$ cat config.mk
export PLATFORM = sky130hd
export DESIGN_NAME = bilinear_line_fetch
export DESIGN_NICKNAME = d
export VERILOG_FILES = /design/src/rtl/bilinear_line_fetch.sv
export SDC_FILE = /design/constraint.sdc
export NUM_CORES = 1
export LEC_CHECK = 0
export BUFFER_PORTS_ARGS = -buffer_cell sky130_fd_sc_hd__buf_4
export CAP_MARGIN = 5
export CELL_PAD_IN_SITES_DETAIL_PLACEMENT = 0
export CELL_PAD_IN_SITES_GLOBAL_PLACEMENT = 2
export CORE_MARGIN = 3
export CORE_UTILIZATION = 29
export CTS_CLUSTER_SIZE = 14
export DETAILED_ROUTE_END_ITERATION = 7
export GPL_TIMING_DRIVEN = 0
export PLACE_DENSITY_LB_ADDON = 0.2
export SKIP_CTS_REPAIR_TIMING = 1
export SYNTH_ARGS = -nofsm -noshare
export SYNTH_HDL_FRONTEND = slang
export SYNTH_SLANG_ARGS = --single-unit
$ cat constraint.sdc
create_clock -name clk -period 5.3 [get_ports clk]
set_input_delay 0.265 -clock clk [delete_from_list [all_inputs] [get_ports clk]]
set_output_delay 0.265 -clock clk [all_outputs]
set_load 0.01 [all_outputs]
$ cat src/rtl/bilinear_line_fetch.sv
// Line-ring controller for the bilinear core: writes source rows into 3 banks (row mod 3) and serves vertical pixel pairs.
// Build option: define LINEBUF_OUTPUT_REG_EN when the line RAMs use their output register (read latency 2 instead of 1).
module bilinear_line_fetch #(
  parameter int DATA_WIDTH = 8,
  parameter int ADDR_WIDTH = 9,
  parameter int IMG_WIDTH  = 320,
  parameter int IMG_HEIGHT = 240,
  parameter int Y_WIDTH    = 12
) (
  input  logic                  clk,
  input  logic                  rst,
  input  logic                  s_valid,
  output logic                  s_ready,
  input  logic [DATA_WIDTH-1:0] s_data,
  input  logic                  s_sof,
  output logic [2:0]            ram_we,
  output logic [ADDR_WIDTH-1:0] ram_waddr,
  output logic [DATA_WIDTH-1:0] ram_wdata,
  output logic [2:0]            ram_re,
  output logic [ADDR_WIDTH-1:0] ram_raddr,
  input  logic [DATA_WIDTH-1:0] ram_rdata0,
  input  logic [DATA_WIDTH-1:0] ram_rdata1,
  input  logic [DATA_WIDTH-1:0] ram_rdata2,
  input  logic                  req_valid,
  output logic                  req_ready,
  input  logic [ADDR_WIDTH-1:0] req_x,
  input  logic [Y_WIDTH-1:0]    req_y,
  input  logic                  req_last,
  output logic                  rsp_valid,
  output logic [DATA_WIDTH-1:0] rsp_top,
  output logic [DATA_WIDTH-1:0] rsp_bot,
  output logic [1:0]            state
);

  // Handshakes: s_* and req_* transfer on a rising edge where valid && ready are both high;
  // ready never looks at valid. The rsp side has no ready: rsp_valid is a one-cycle strobe.

  localparam logic [ADDR_WIDTH-1:0] X_LAST   = ADDR_WIDTH'(IMG_WIDTH - 1);
  localparam logic [ADDR_WIDTH-1:0] X_ONE    = ADDR_WIDTH'(1);
  localparam logic [Y_WIDTH-1:0]    Y_LAST   = Y_WIDTH'(IMG_HEIGHT - 1);
  localparam logic [Y_WIDTH-1:0]    Y_ONE    = Y_WIDTH'(1);
  localparam logic [Y_WIDTH:0]      ROW_LAST = (Y_WIDTH + 1)'(IMG_HEIGHT - 1);
  localparam logic [Y_WIDTH:0]      EXT_ONE  = (Y_WIDTH + 1)'(1);
  localparam logic [Y_WIDTH:0]      EXT_TWO  = (Y_WIDTH + 1)'(2);

  typedef enum logic [1:0] {
    WAIT_SOF = 2'd0,
    WRITE    = 2'd1,
    FULL     = 2'd2
  } wr_state_t;

  wr_state_t             wr_state;
  logic [ADDR_WIDTH-1:0] wr_x;
  logic [Y_WIDTH-1:0]    wr_y;
  logic [Y_WIDTH-1:0]    lines_done;
  logic [Y_WIDTH-1:0]    y_lo;

  function automatic logic [1:0] mod3(input logic [Y_WIDTH-1:0] v);
    logic [Y_WIDTH-1:0] r;
    r = v % Y_WIDTH'(3);
    return r[1:0];
  endfunction

  function automatic logic [2:0] bank_bit(input logic [1:0] b);
    return 3'b001 << b;
  endfunction

  // Bottom row of the pair, clamped to the last image row.
  logic [Y_WIDTH:0]   y_next;
  logic [Y_WIDTH-1:0] y_b;
  assign y_next = {1'b0, req_y} + EXT_ONE;
  assign y_b    = (y_next > ROW_LAST) ? Y_LAST : y_next[Y_WIDTH-1:0];

  logic [Y_WIDTH:0] write_limit;
  assign write_limit = {1'b0, y_lo} + EXT_TWO;

  always_comb begin
    s_ready = 1'b0;
    if (!rst) begin
      case (wr_state)
        WAIT_SOF: s_ready = 1'b1;
        WRITE:    s_ready = ({1'b0, wr_y} <= write_limit);
        default:  s_ready = 1'b0;
      endcase
    end
  end

  assign req_ready = !rst && (wr_state != WAIT_SOF) && (y_b < lines_done);

  logic s_fire, wr_en, req_fire, row_end, frame_end;
  assign s_fire    = s_valid && s_ready;
  assign wr_en     = s_fire && ((wr_state == WRITE) || s_sof);
  assign req_fire  = req_valid && req_ready;
  assign row_end   = (wr_x == X_LAST);
  assign frame_end = wr_en && row_end && (wr_y == Y_LAST);

  logic [1:0] top_bank, bot_bank;
  assign top_bank = mod3(req_y);
  assign bot_bank = mod3(y_b);

  assign ram_we    = wr_en ? bank_bit(mod3(wr_y)) : 3'b000;
  assign ram_waddr = wr_x;
  assign ram_wdata = s_data;
  assign ram_re    = req_fire ? (bank_bit(top_bank) | bank_bit(bot_bank)) : 3'b000;
  assign ram_raddr = req_x;

  always_ff @(posedge clk) begin
    if (rst) begin
      wr_state   <= WAIT_SOF;
      wr_x       <= '0;
      wr_y       <= '0;
      lines_done <= '0;
      y_lo       <= '0;
    end else begin
      if (req_fire) y_lo <= req_y;
      if (wr_en) begin
        if (row_end) begin
          wr_x       <= '0;
          wr_y       <= wr_y + Y_ONE;
          lines_done <= lines_done + Y_ONE;
        end else begin
          wr_x <= wr_x + X_ONE;
        end
      end
      case (wr_state)
        WAIT_SOF: if (wr_en) wr_state <= frame_end ? FULL : WRITE;
        WRITE:    if (frame_end) wr_state <= FULL;
        FULL: begin
          // The consumer's last request of the frame releases the ring for the next frame.
          if (req_fire && req_last) begin
            wr_state   <= WAIT_SOF;
            wr_x       <= '0;
            wr_y       <= '0;
            lines_done <= '0;
            y_lo       <= '0;
          end
        end
        default: wr_state <= WAIT_SOF;
      endcase
    end
  end

  assign state = wr_state;

  // Bank selects travel with the read so the RAM data can be steered when it arrives.
  logic       vld_q;
  logic [1:0] top_q, bot_q;
  always_ff @(posedge clk) begin
    if (rst) begin
      vld_q <= 1'b0;
      top_q <= '0;
      bot_q <= '0;
    end else begin
      vld_q <= req_fire;
      top_q <= top_bank;
      bot_q <= bot_bank;
    end
  end

  logic [1:0] top_sel, bot_sel;
`ifdef LINEBUF_OUTPUT_REG_EN
  logic       vld_q2;
  logic [1:0] top_q2, bot_q2;
  always_ff @(posedge clk) begin
    if (rst) begin
      vld_q2 <= 1'b0;
      top_q2 <= '0;
      bot_q2 <= '0;
    end else begin
      vld_q2 <= vld_q;
      top_q2 <= top_q;
      bot_q2 <= bot_q;
    end
  end
  assign rsp_valid = vld_q2;
  assign top_sel   = top_q2;
  assign bot_sel   = bot_q2;
`else
  assign rsp_valid = vld_q;
  assign top_sel   = top_q;
  assign bot_sel   = bot_q;
`endif

  always_comb begin
    rsp_top = '0;
    rsp_bot = '0;
    if (rsp_valid) begin
      case (top_sel)
        2'd0:    rsp_top = ram_rdata0;
        2'd1:    rsp_top = ram_rdata1;
        default: rsp_top = ram_rdata2;
      endcase
      case (bot_sel)
        2'd0:    rsp_bot = ram_rdata0;
        2'd1:    rsp_bot = ram_rdata1;
        default: rsp_bot = ram_rdata2;
      endcase
    end
  end

endmodule

==> flow_summary.yaml <==
cts:
  cts_made_buffers: 5
  cts.clk_slew.worst_paths_ns: 0.07
  cts.sinks: 52
  clock_path_buffers: 2
  clockRootBuffer: "clkbuf_16"
  cts_tree: "done"
  h-tree-depth: 2
  insertion_delay_ns: 0.30
detailed_routing:
  via_per_inst: 5.14
  first_pass_iters: 7
  ant_nets: 0
  drt_iter0_markers: 315
  post-route-drc-count: 0
  routed_wl_mm: 18.6
  wire_per_inst_um: 15.7
  routed-via-count: 6112
setup_path:
  crit_path_end_kind: "primary output"
  required_ns: 5.04
  critical_path_class: "in -> out"
  crit-reg2reg-capture: "lines_done[1]$_SDFF_PP0_"
  reg2reg_from: "y_lo[1]$_SDFF_PP0_"
  reg2regPathDepth: 14
  cp_max_fo: 10
  cp_data_arrival_time_ns: 4.85
  r2r_setup_slack_ns: 1.23
  crit_path_start_kind: "input pin"
global_route:
  antenna_found_initial: 0
  grt_max_degree: 16
  grt_overflow: 0
  grtUsageTotal_pct: 15.9
  grt_pass1_vias: 5687
  grt_pass1_wl_mm: 30.1
die:
  die-width_um: 150
  core_sq_um: 20400
  placementRows: 52
  dieArea_sq_um: 22600
  die_h_um: 150
  ios: 112
  start_util_pct: 29.6
outcome:
  status: "finished, final reports clean"
job:
  drv_cap: 0
sta:
  fmax_mhz: 195
  final.setup.worst_slack_ns: 0.184
  finalCritPeriodShare_pct: 96.5
  max-slew-margin-rel_pct: 44.2
  setup_tns_ns: 0
  hold_viol_final: 0
  fin_skew_ns: 0.0105
  drv_slew: 0
  setup_violations: 0
  fin_crit_ns: 5.12
  worst_pin_slew_ns: 0.833
worst_hold_path:
  holdPathEnd: "state[1]$_SDFFE_PP0P_"
  hold_depth: 4
  hp-class: "in -> reg"
  hold_start: "req_last"
cells_and_area:
  drive_gt1_share_pct: 21.0
  area_growth_pct: 23.9
  num-nets-final: 1014
  stdcell_count: 1188
  num-fill-cells: 2198
  n_antenna_cell: 0
  fin_area_sq_um: 7480
logic_synthesis:
  ys_async_sr_fraction_pct: 0
  yosysWarnings: 0
  synth_flop_cell: "dfxtp_1"
  synthCells: 806
  syn_avg_cell_area_sq_um: 7.49
  synth_edf_count: 0
  seq_area_frac_synth_pct: 17.2
  syn_area_sq_um: 6040
  yosysUniqueCellTypes: 84
  ys_ff_latch: 52
pwr:
  powerDensity_nw_per_um2: 147
  power_mw: 1.10
  vdd_ir_drop_max_uv: 99.3
  p_leak_nw: 2.80
placement:
  dpl_worst_slack_ns: -1.10
  dpl.hpwl_mm: 14.5
  portBuffers: 91
  place_inst: 1170
  place_area_sq_um: 7070
  gp_congestion: 0.782
[worst max path at each step]
stage	from	depth (start not counted)	endpoint	slack (ns)
floorplan	req_y[0]	23	ram_re[0]	0.19
global placement	req_y[1]	25	ram_re[0]	-1.17
detailed placement	req_y[1]	25	ram_re[0]	-1.10
CTS	req_y[1]	25	ram_re[0]	-1.10
global route	req_y[1]	23	ram_re[0]	-0.02
finish	req_y[1]	23	ram_re[0]	0.18
[metal layers]
layer / vias to the layer above / part of all wire [%] / GRT usage, %
met5: - / 0 / 0
met1: 2820 / 53 / 24.3
met4: 0 / 0.23 / 1.24
met3: 4 / 5.0 / 2.56
li1: 3153 / - / -
met2: 135 / 42 / 24.4
[cells by family (layout without fill, tap and decap cells)]
| kind of cell | Yosys count | count (layout) | synth area share, % |
|---|---|---|---|
| AO/OA/AOI/OAI | 201 | 201 | 24.5 |
| multiplexers | 38 | 38 | 6.32 |
| AND/OR/NAND/NOR | 313 | 313 | 27.8 |
| other | 1 | 4 | 0.0621 |
| adder cells (fa/ha/maj) | 38 | 38 | 7.88 |
| buffers and inverters | 109 | 218 | 8.37 |
| XOR/XNOR | 54 | 54 | 7.84 |
| flip-flops | 52 | 52 | 17.2 |
[cell usage after synthesis (all sizes together) (4+ instances only)]
cell type   n  area share [%]
a221o       4            0.66
a2111oi     8             1.5
or2         5            0.52
a21oi      27             2.2
mux2i      37             6.1
nor3       18             1.7
and2       24             2.5
a211oi     20             2.5
o31ai       6            0.97
nor4b       5            0.83
a21o       13             1.6
dfxtp      52              17
or4         4            0.56
nand3      34             2.9
or3         4            0.41
clkbuf     32             2.0
a31oi       5            0.52
nand2b     18             1.9
nor3b       6            0.83
o21a        9             1.2
a211o       8             1.2
nand2      58             3.6
a22o        5            0.73
o21ai      40             3.3
nand4      18             1.9
nor4        7            0.73
o211ai      7            0.87
and3b       4            0.58
xor2        7             1.0
nand3b      6            0.75
o2111ai     6            0.87
inv        41             2.5
xnor2      47             6.8
nor2b       7            0.73
buf        35             3.8
o22ai       9            0.93
and3       10             1.0
nor2       73             4.6
ha         38             7.9
o221ai      5            0.93
[sequential cells by signal, indices dropped and copies added, names as in the netlist]
name        flops
lines_done     12
wr_y           12
y_lo           12
ram_waddr       9
bot_q           2
state           2
top_q           2
rsp_valid       1
[per-stage QoR]
step	hold WS (ns)	utilization [%]
finish	0.251	36.7
global route	0.265	36.7
CTS	0.245	35.4
detailed placement	0.490	34.7
global placement	0.492	34.7
floorplan	0.412	-
[critical path, cell delays in order]
cell and delay [ns]:
buf_4 0.16, and2_1 0.16, clkbuf_2 0.16, or4_4 0.51
a2111oi_4 0.29, buf_4 0.20, o21a_4 0.15, nand3_2 0.11
nor2_4 0.22, mux2i_4 0.29, ha_4 0.20, nor3_1 0.06
a22o_1 0.24, nor3_4 0.27, ha_4 0.19, nor2_1 0.05
o21a_1 0.09, o21a_1 0.20, o31ai_4 0.25, nor4_1 0.09
a31o_1 0.20, o31a_1 0.32, buf_4 0.15
[where the power goes]
group | internal, mW | switching, mW
Sequential | 0.398 | 0.0105
Combinational | 0.151 | 0.197
Clock | 0.189 | 0.152
[layout make-up]
class,count,area [sq um],share of cell area [%]
flip-flops and latches,52,1040,13.9
repair buffers,104,781,10.4
well taps,270,338,4.52
clock inverters,1,7.51,0.100
plain buffers,64,344,4.60
multi-input cells,648,4660,62.4
clock buffers,7,143,1.91
inverters,42,161,2.16
[placed cells by master (no fill, tap or decap), types with 10 or more instances in the layout]
cell,n
and2_1,23
o21ai_0,35
ha_1,34
xnor2_1,44
and3_1,10
nand2b_1,18
inv_1,40
clkbuf_1,27
a211oi_1,19
dfxtp_1,51
mux2i_1,36
a21o_1,13
nand2_1,58
nand4_1,18
buf_2,12
nor2_1,70
nand3_1,32
a21oi_1,27
buf_4,126
nor3_1,15
(Power assumes the default switching activity.)
